==> src/rtl/rf_write_arbiter.sv <==
// Regfile write-port arbiter: the processor always wins, and two peripherals are buffered in one-deep slots drained round-robin.
// Optional starvation monitor is enabled by defining RF_WRITE_ARBITER_STARVE_EN.
module rf_write_arbiter #(
   parameter int DATA_W     = 32,
   parameter int REG_W      = 5,
   parameter int STARVE_MAX = 15
) (
   input  logic              i_clock,
   input  logic              i_reset,
   input  logic              i_proc_we,
   input  logic [REG_W-1:0]  i_proc_wreg,
   input  logic [DATA_W-1:0] i_proc_wdata,
   input  logic              i_p0_req,
   input  logic [REG_W-1:0]  i_p0_wreg,
   input  logic [DATA_W-1:0] i_p0_wdata,
   output logic              o_p0_ack,
   input  logic              i_p1_req,
   input  logic [REG_W-1:0]  i_p1_wreg,
   input  logic [DATA_W-1:0] i_p1_wdata,
   output logic              o_p1_ack,
   output logic              o_rf_we,
   output logic [REG_W-1:0]  o_rf_wreg,
   output logic [DATA_W-1:0] o_rf_wdata,
   output logic [1:0]        o_rf_src,
   output logic              o_busy,
   output logic              o_starve
);

   logic [1:0]              r_pend;
   logic                    r_ptr;
   logic [1:0][REG_W-1:0]   r_slot_wreg;
   logic [1:0][DATA_W-1:0]  r_slot_wdata;

   logic [1:0]              w_req, w_ack, w_cap, w_drain, w_pend_nxt;
   logic [1:0][REG_W-1:0]   w_req_wreg;
   logic [1:0][DATA_W-1:0]  w_req_wdata;
   logic                    w_sel_vld, w_sel_idx, w_ptr_nxt;

   assign w_req       = {i_p1_req, i_p0_req};
   assign w_ack       = {o_p1_ack, o_p0_ack};
   assign w_req_wreg  = {i_p1_wreg, i_p0_wreg};
   assign w_req_wdata = {i_p1_wdata, i_p0_wdata};

   // A slot being drained this cycle still blocks capture; it reopens next cycle.
   assign w_cap      = w_req & ~r_pend & ~w_ack;
   assign w_drain    = w_sel_vld ? (w_sel_idx ? 2'b10 : 2'b01) : 2'b00;
   assign w_pend_nxt = (r_pend & ~w_drain) | w_cap;

   always_comb begin
      w_sel_vld = 1'b0;
      w_sel_idx = 1'b0;
      w_ptr_nxt = r_ptr;
      if (!i_proc_we) begin
         if (&r_pend) begin
            w_sel_vld = 1'b1;
            w_sel_idx = r_ptr;
            w_ptr_nxt = ~r_ptr;
         end else if (r_pend[0]) begin
            w_sel_vld = 1'b1;
            w_sel_idx = 1'b0;
            w_ptr_nxt = 1'b1;
         end else if (r_pend[1]) begin
            w_sel_vld = 1'b1;
            w_sel_idx = 1'b1;
            w_ptr_nxt = 1'b0;
         end
      end
   end

   always_ff @(posedge i_clock) begin
      if (i_reset) begin
         r_pend       <= '0;
         r_ptr        <= 1'b0;
         r_slot_wreg  <= '0;
         r_slot_wdata <= '0;
         o_p0_ack     <= 1'b0;
         o_p1_ack     <= 1'b0;
         o_busy       <= 1'b0;
         o_rf_we      <= 1'b0;
         o_rf_wreg    <= '0;
         o_rf_wdata   <= '0;
         o_rf_src     <= 2'b00;
      end else begin
         r_pend   <= w_pend_nxt;
         r_ptr    <= w_ptr_nxt;
         o_p0_ack <= w_cap[0];
         o_p1_ack <= w_cap[1];
         o_busy   <= |w_pend_nxt;
         for (int k = 0; k < 2; k++) begin
            if (w_cap[k]) begin
               r_slot_wreg[k]  <= w_req_wreg[k];
               r_slot_wdata[k] <= w_req_wdata[k];
            end
         end
         if (i_proc_we) begin
            o_rf_we    <= 1'b1;
            o_rf_wreg  <= i_proc_wreg;
            o_rf_wdata <= i_proc_wdata;
            o_rf_src   <= 2'b01;
         end else if (w_sel_vld) begin
            // r0 writes from a peripheral still drain and report a source, but never strobe the regfile.
            o_rf_we    <= |r_slot_wreg[w_sel_idx];
            o_rf_wreg  <= r_slot_wreg[w_sel_idx];
            o_rf_wdata <= r_slot_wdata[w_sel_idx];
            o_rf_src   <= {1'b1, w_sel_idx};
         end else begin
            o_rf_we  <= 1'b0;
            o_rf_src <= 2'b00;
         end
      end
   end

`ifdef RF_WRITE_ARBITER_STARVE_EN
   localparam int              CNT_W   = $clog2(STARVE_MAX + 1);
   localparam logic [CNT_W-1:0] AGE_MAX = CNT_W'(STARVE_MAX);

   logic [1:0][CNT_W-1:0] r_age, w_age_nxt;
   logic                  r_starve;

   always_comb begin
      w_age_nxt = r_age;
      for (int k = 0; k < 2; k++) begin
         if (!r_pend[k] || w_drain[k])
            w_age_nxt[k] = '0;
         else if (r_age[k] != AGE_MAX)
            w_age_nxt[k] = r_age[k] + 1'b1;
      end
   end

   always_ff @(posedge i_clock) begin
      if (i_reset) begin
         r_age    <= '0;
         r_starve <= 1'b0;
      end else begin
         r_age <= w_age_nxt;
         if (w_age_nxt[0] == AGE_MAX || w_age_nxt[1] == AGE_MAX)
            r_starve <= 1'b1;
      end
   end

   assign o_starve = r_starve;
`else
   assign o_starve = (STARVE_MAX < 0);
`endif

endmodule

==> config.mk <==
export PLATFORM = sky130hd
export DESIGN_NAME = rf_write_arbiter
export DESIGN_NICKNAME = d
export VERILOG_FILES = /design/src/rtl/rf_write_arbiter.sv
export SDC_FILE = /design/constraint.sdc
export NUM_CORES = 1
export LEC_CHECK = 0
export CAP_MARGIN = 20
export CORE_MARGIN = 2
export CORE_UTILIZATION = 40
export DETAILED_ROUTE_END_ITERATION = 10
export PLACE_DENSITY = 0.71
export RECOVER_POWER = 25
export SYNTH_ARGS = -nofsm -noshare
export SYNTH_HDL_FRONTEND = slang
export SYNTH_SLANG_ARGS = --single-unit
==> constraint.sdc <==
create_clock -name i_clock -period 1.6 [get_ports i_clock]
set_input_delay 0.32 -clock i_clock [delete_from_list [all_inputs] [get_ports i_clock]]
set_output_delay 0.32 -clock i_clock [all_outputs]
set_load 0.005 [all_outputs]
==> metrics.cfg <==
[setup_path]
required_ns=1.28
reg2reg_slack_ns=0.08
r2r_start=r_pend[1]
end_kind=primary output
worst-path-buf-inv=1
reg2reg_depth=5
cp_cell_sequence=clkdlybuf4s50_1
reg2reg_to=o_rf_wdata[9]
crit_path_start_kind=flip-flop
slowest_delay_ns=0.51
critPathMaxFanout=2
startpoint=o_rf_wreg[2]
crit_arrival_ns=1.25
crit_type=flip-flop to primary output
path_delay_family=buffers and inverters
cp_slowest_cell=clkdlybuf4s50_1

[yosys]
yosysWarnings=0
syn_inst=594
async_reset_ff_frac=0
synth_nets=710
synth_top_area_cell=dfxtp_1
seq_area_frac_synth=0.5079
yosysMostFrequentCell=nand2_1
avgSynthCellArea_um2=7.962
synth_top_family_by_area=simple AND/OR/NAND/NOR gates
synth_compound_area_frac=0.2058
yosysTopAreaCellShare=0.5079
synthDistinctLibCells=32
synth-adder-area-share=0
synth_area_leaders=dfxtp_1 (51%), nand2_1 (14%), a21oi_1 (9.9%)
syn_area_um2=4730
synth_mux_area_frac=0
ys.flop_type=dfxtp_1
synth_seq_cells=120
synthXorXnorAreaFrac=0
synthSimpleGateAreaFrac=0.2328
synth_edf_count=0
netlist_top_cells_count=nand2_1 (176), dfxtp_1 (120), a21oi_1 (94)

[place]
gp_congestion=0.8045
dpl.hpwl_um=10340
place_ws_ns=-0.08371
port_buffers=158

[hold_path]
hp-class=input port to flip-flop
min_to=o_rf_wdata[26]
hp-start=i_proc_we
min_delay_path_depth=3

[sta]
maxSlewViolCount=0
max_slew_margin=0.4706
finalHoldViolCount=0
finalCritPeriodShare=0.9834
fmax_ghz=0.6356
fin_ws_ns=0.02658
min_period_ns=1.573
report.final.setup_viol=0
hold_slack_ns=0.3676
grt_setup_unrepaired=no
worst_pin_slew_ns=0.7942
setup_tns_ns=0
skew_ns=0.008996

[cts]
cts-root-buf=clkbuf_16
numCtsBuffers=17
cts_tree=done
post_cts_buffers=0
cts_sinks=120
h-tree-depth=4
clock_latency_ns=0.40
ctsLongestPathBuffers=2
clk_pin_slew_ns=0.06

[layout]
area_delta_synth_final_pct=52.49
fin_nets=876
drive_gt1_frac=0.1087
fill_cells=973
diodes=0
finalCoreUtilization=0.6289

[floorplan]
fp.dieH_um=112.7
start_util=0.4124
die_x_um=112.7
ioPinCount=160
std_cell_rows=39
core_um2=11470
die_area_um2=12710

[detailed_routing]
vias_per_cell=5.320
wire_per_inst_um=16.29
drc=0
wl_um=14930
vias=4873
drtAntennaViolNets=0
drtIter0Drc=297
firstDrtPassIters=5

[global_routing]
grt.total_usage=0.2332
overflow=0
grt_pass1_vias=4868
grt_pass1_wl_um=23650
antenna_found_initial=0
grt_max_degree=38

[status]
status=finished, final reports clean

[power_and_ir_drop]
peakVddDrop_v=0.0007508
p_per_area_nw_per_um2=1194
leakagePower_nw=2.713

[job]
maxCapViolCount=0

## kinds of logic (layout without fill, tap and decap cells)
| logic type | Yosys count | in the layout |
|---|---|---|
| simple gates | 259 | 259 |
| compound gates | 164 | 164 |
| flops | 120 | 120 |
| buf+inv | 50 | 229 |
| other cells | 1 | 1 |
## worst max path at each step
stage | endpoint | slack [ns] | cells past startpoint
finish | o_rf_wreg[2] | 0.03 | 1
global route | o_rf_wdata[6] | 0.0004 | 1
CTS | o_rf_wdata[31] | 0.002 | 1
detailed placement | r_slot_wdata[16] | -0.08 | 5
global placement | r_slot_wreg[4] | -0.06 | 5
floorplan | r_slot_wdata[38] | 0.28 | 6
## cells in the final DEF (no fill, tap or decap), types with 2 or more instances in the layout
master and instances:
a2111oi_1 2, a21oi_1 94, a221oi_1 15, and2_1 2, buf_12 7, buf_4 24, bufinv_16 3, clkbuf_1 3
clkbuf_16 17, clkbuf_2 3, clkdlybuf4s25_1 20, clkdlybuf4s50_1 133, clkinv_2 2, clkinvlp_4 5, dfxtp_1 115, dfxtp_2 5
dlygate4sd2_1 3, inv_1 3, inv_6 3, nand2_1 176, nand2_2 3, nand2b_1 13, nor2_1 27, nor3_1 25
nor4_1 2, o21ai_0 29, o221ai_1 16, o41ai_1 5, or4_1 2
## layout make-up
cell class | count | area [um^2] | share of cell area
clock inverters | 14 | 172.7 | 0.02394
clock buffers | 18 | 429.2 | 0.05951
flip-flops and latches | 120 | 2409 | 0.3340
inverters | 4 | 15.01 | 0.002082
repair buffers | 193 | 1906 | 0.2642
multi-input cells | 424 | 2102 | 0.2915
well taps | 143 | 178.9 | 0.02481
## worst min-delay path: cells and delay by family
family	cells	cell delay (ns)
and+or+nand+nor	1	0.17
buffers and inverters	1	0.13
AOI/OAI and AO/OA	1	0.09
## registers in the layout, summed over array words and instances (netlist names), 2 cells and up
signal and cells:
o_rf_src 2, o_rf_wdata 32, o_rf_wreg 5, r_pend 2, r_slot_wdata 64, r_slot_wreg 10
## per-layer routing
| layer | vias up | global-route usage | routed length, um |
|---|---|---|---|
| met1 | 2272 | 0.2930 | 6350 |
| met2 | 199 | 0.3904 | 7309 |
| met3 | 28 | 0.05945 | 980 |
| met4 | 0 | 0.08130 | 286 |
| met5 | - | 0 | 0 |
| li1 | 2374 | - | - |
## per-stage QoR
step           power [mW]  instance area [um^2]  instances
2_1_floorplan       4.012                  4730        594
3_3_place_gp        4.797                  6620        884
3_5_place_dp        4.830                  6620        884
4_1_cts             8.671                  7219        916
5_1_grt             8.962                  7212        916
6_report            8.613                  7212        916
## what timing repair did
item,CTS,global route
hold buffers,0,0
resized for setup,4,26
setup endpoints to repair,4,29
## where the power goes
group / leakage (nW) / total (mW) / switching, mW / internal, mW
clock: 0.279 / 3.86 / 1.40 / 2.46
sequential: 0.990 / 3.36 / 0.134 / 3.23
combinational: 1.44 / 1.39 / 0.654 / 0.737
total: 2.71 / 8.61 / 2.19 / 6.42
(Power assumes the default switching activity.)
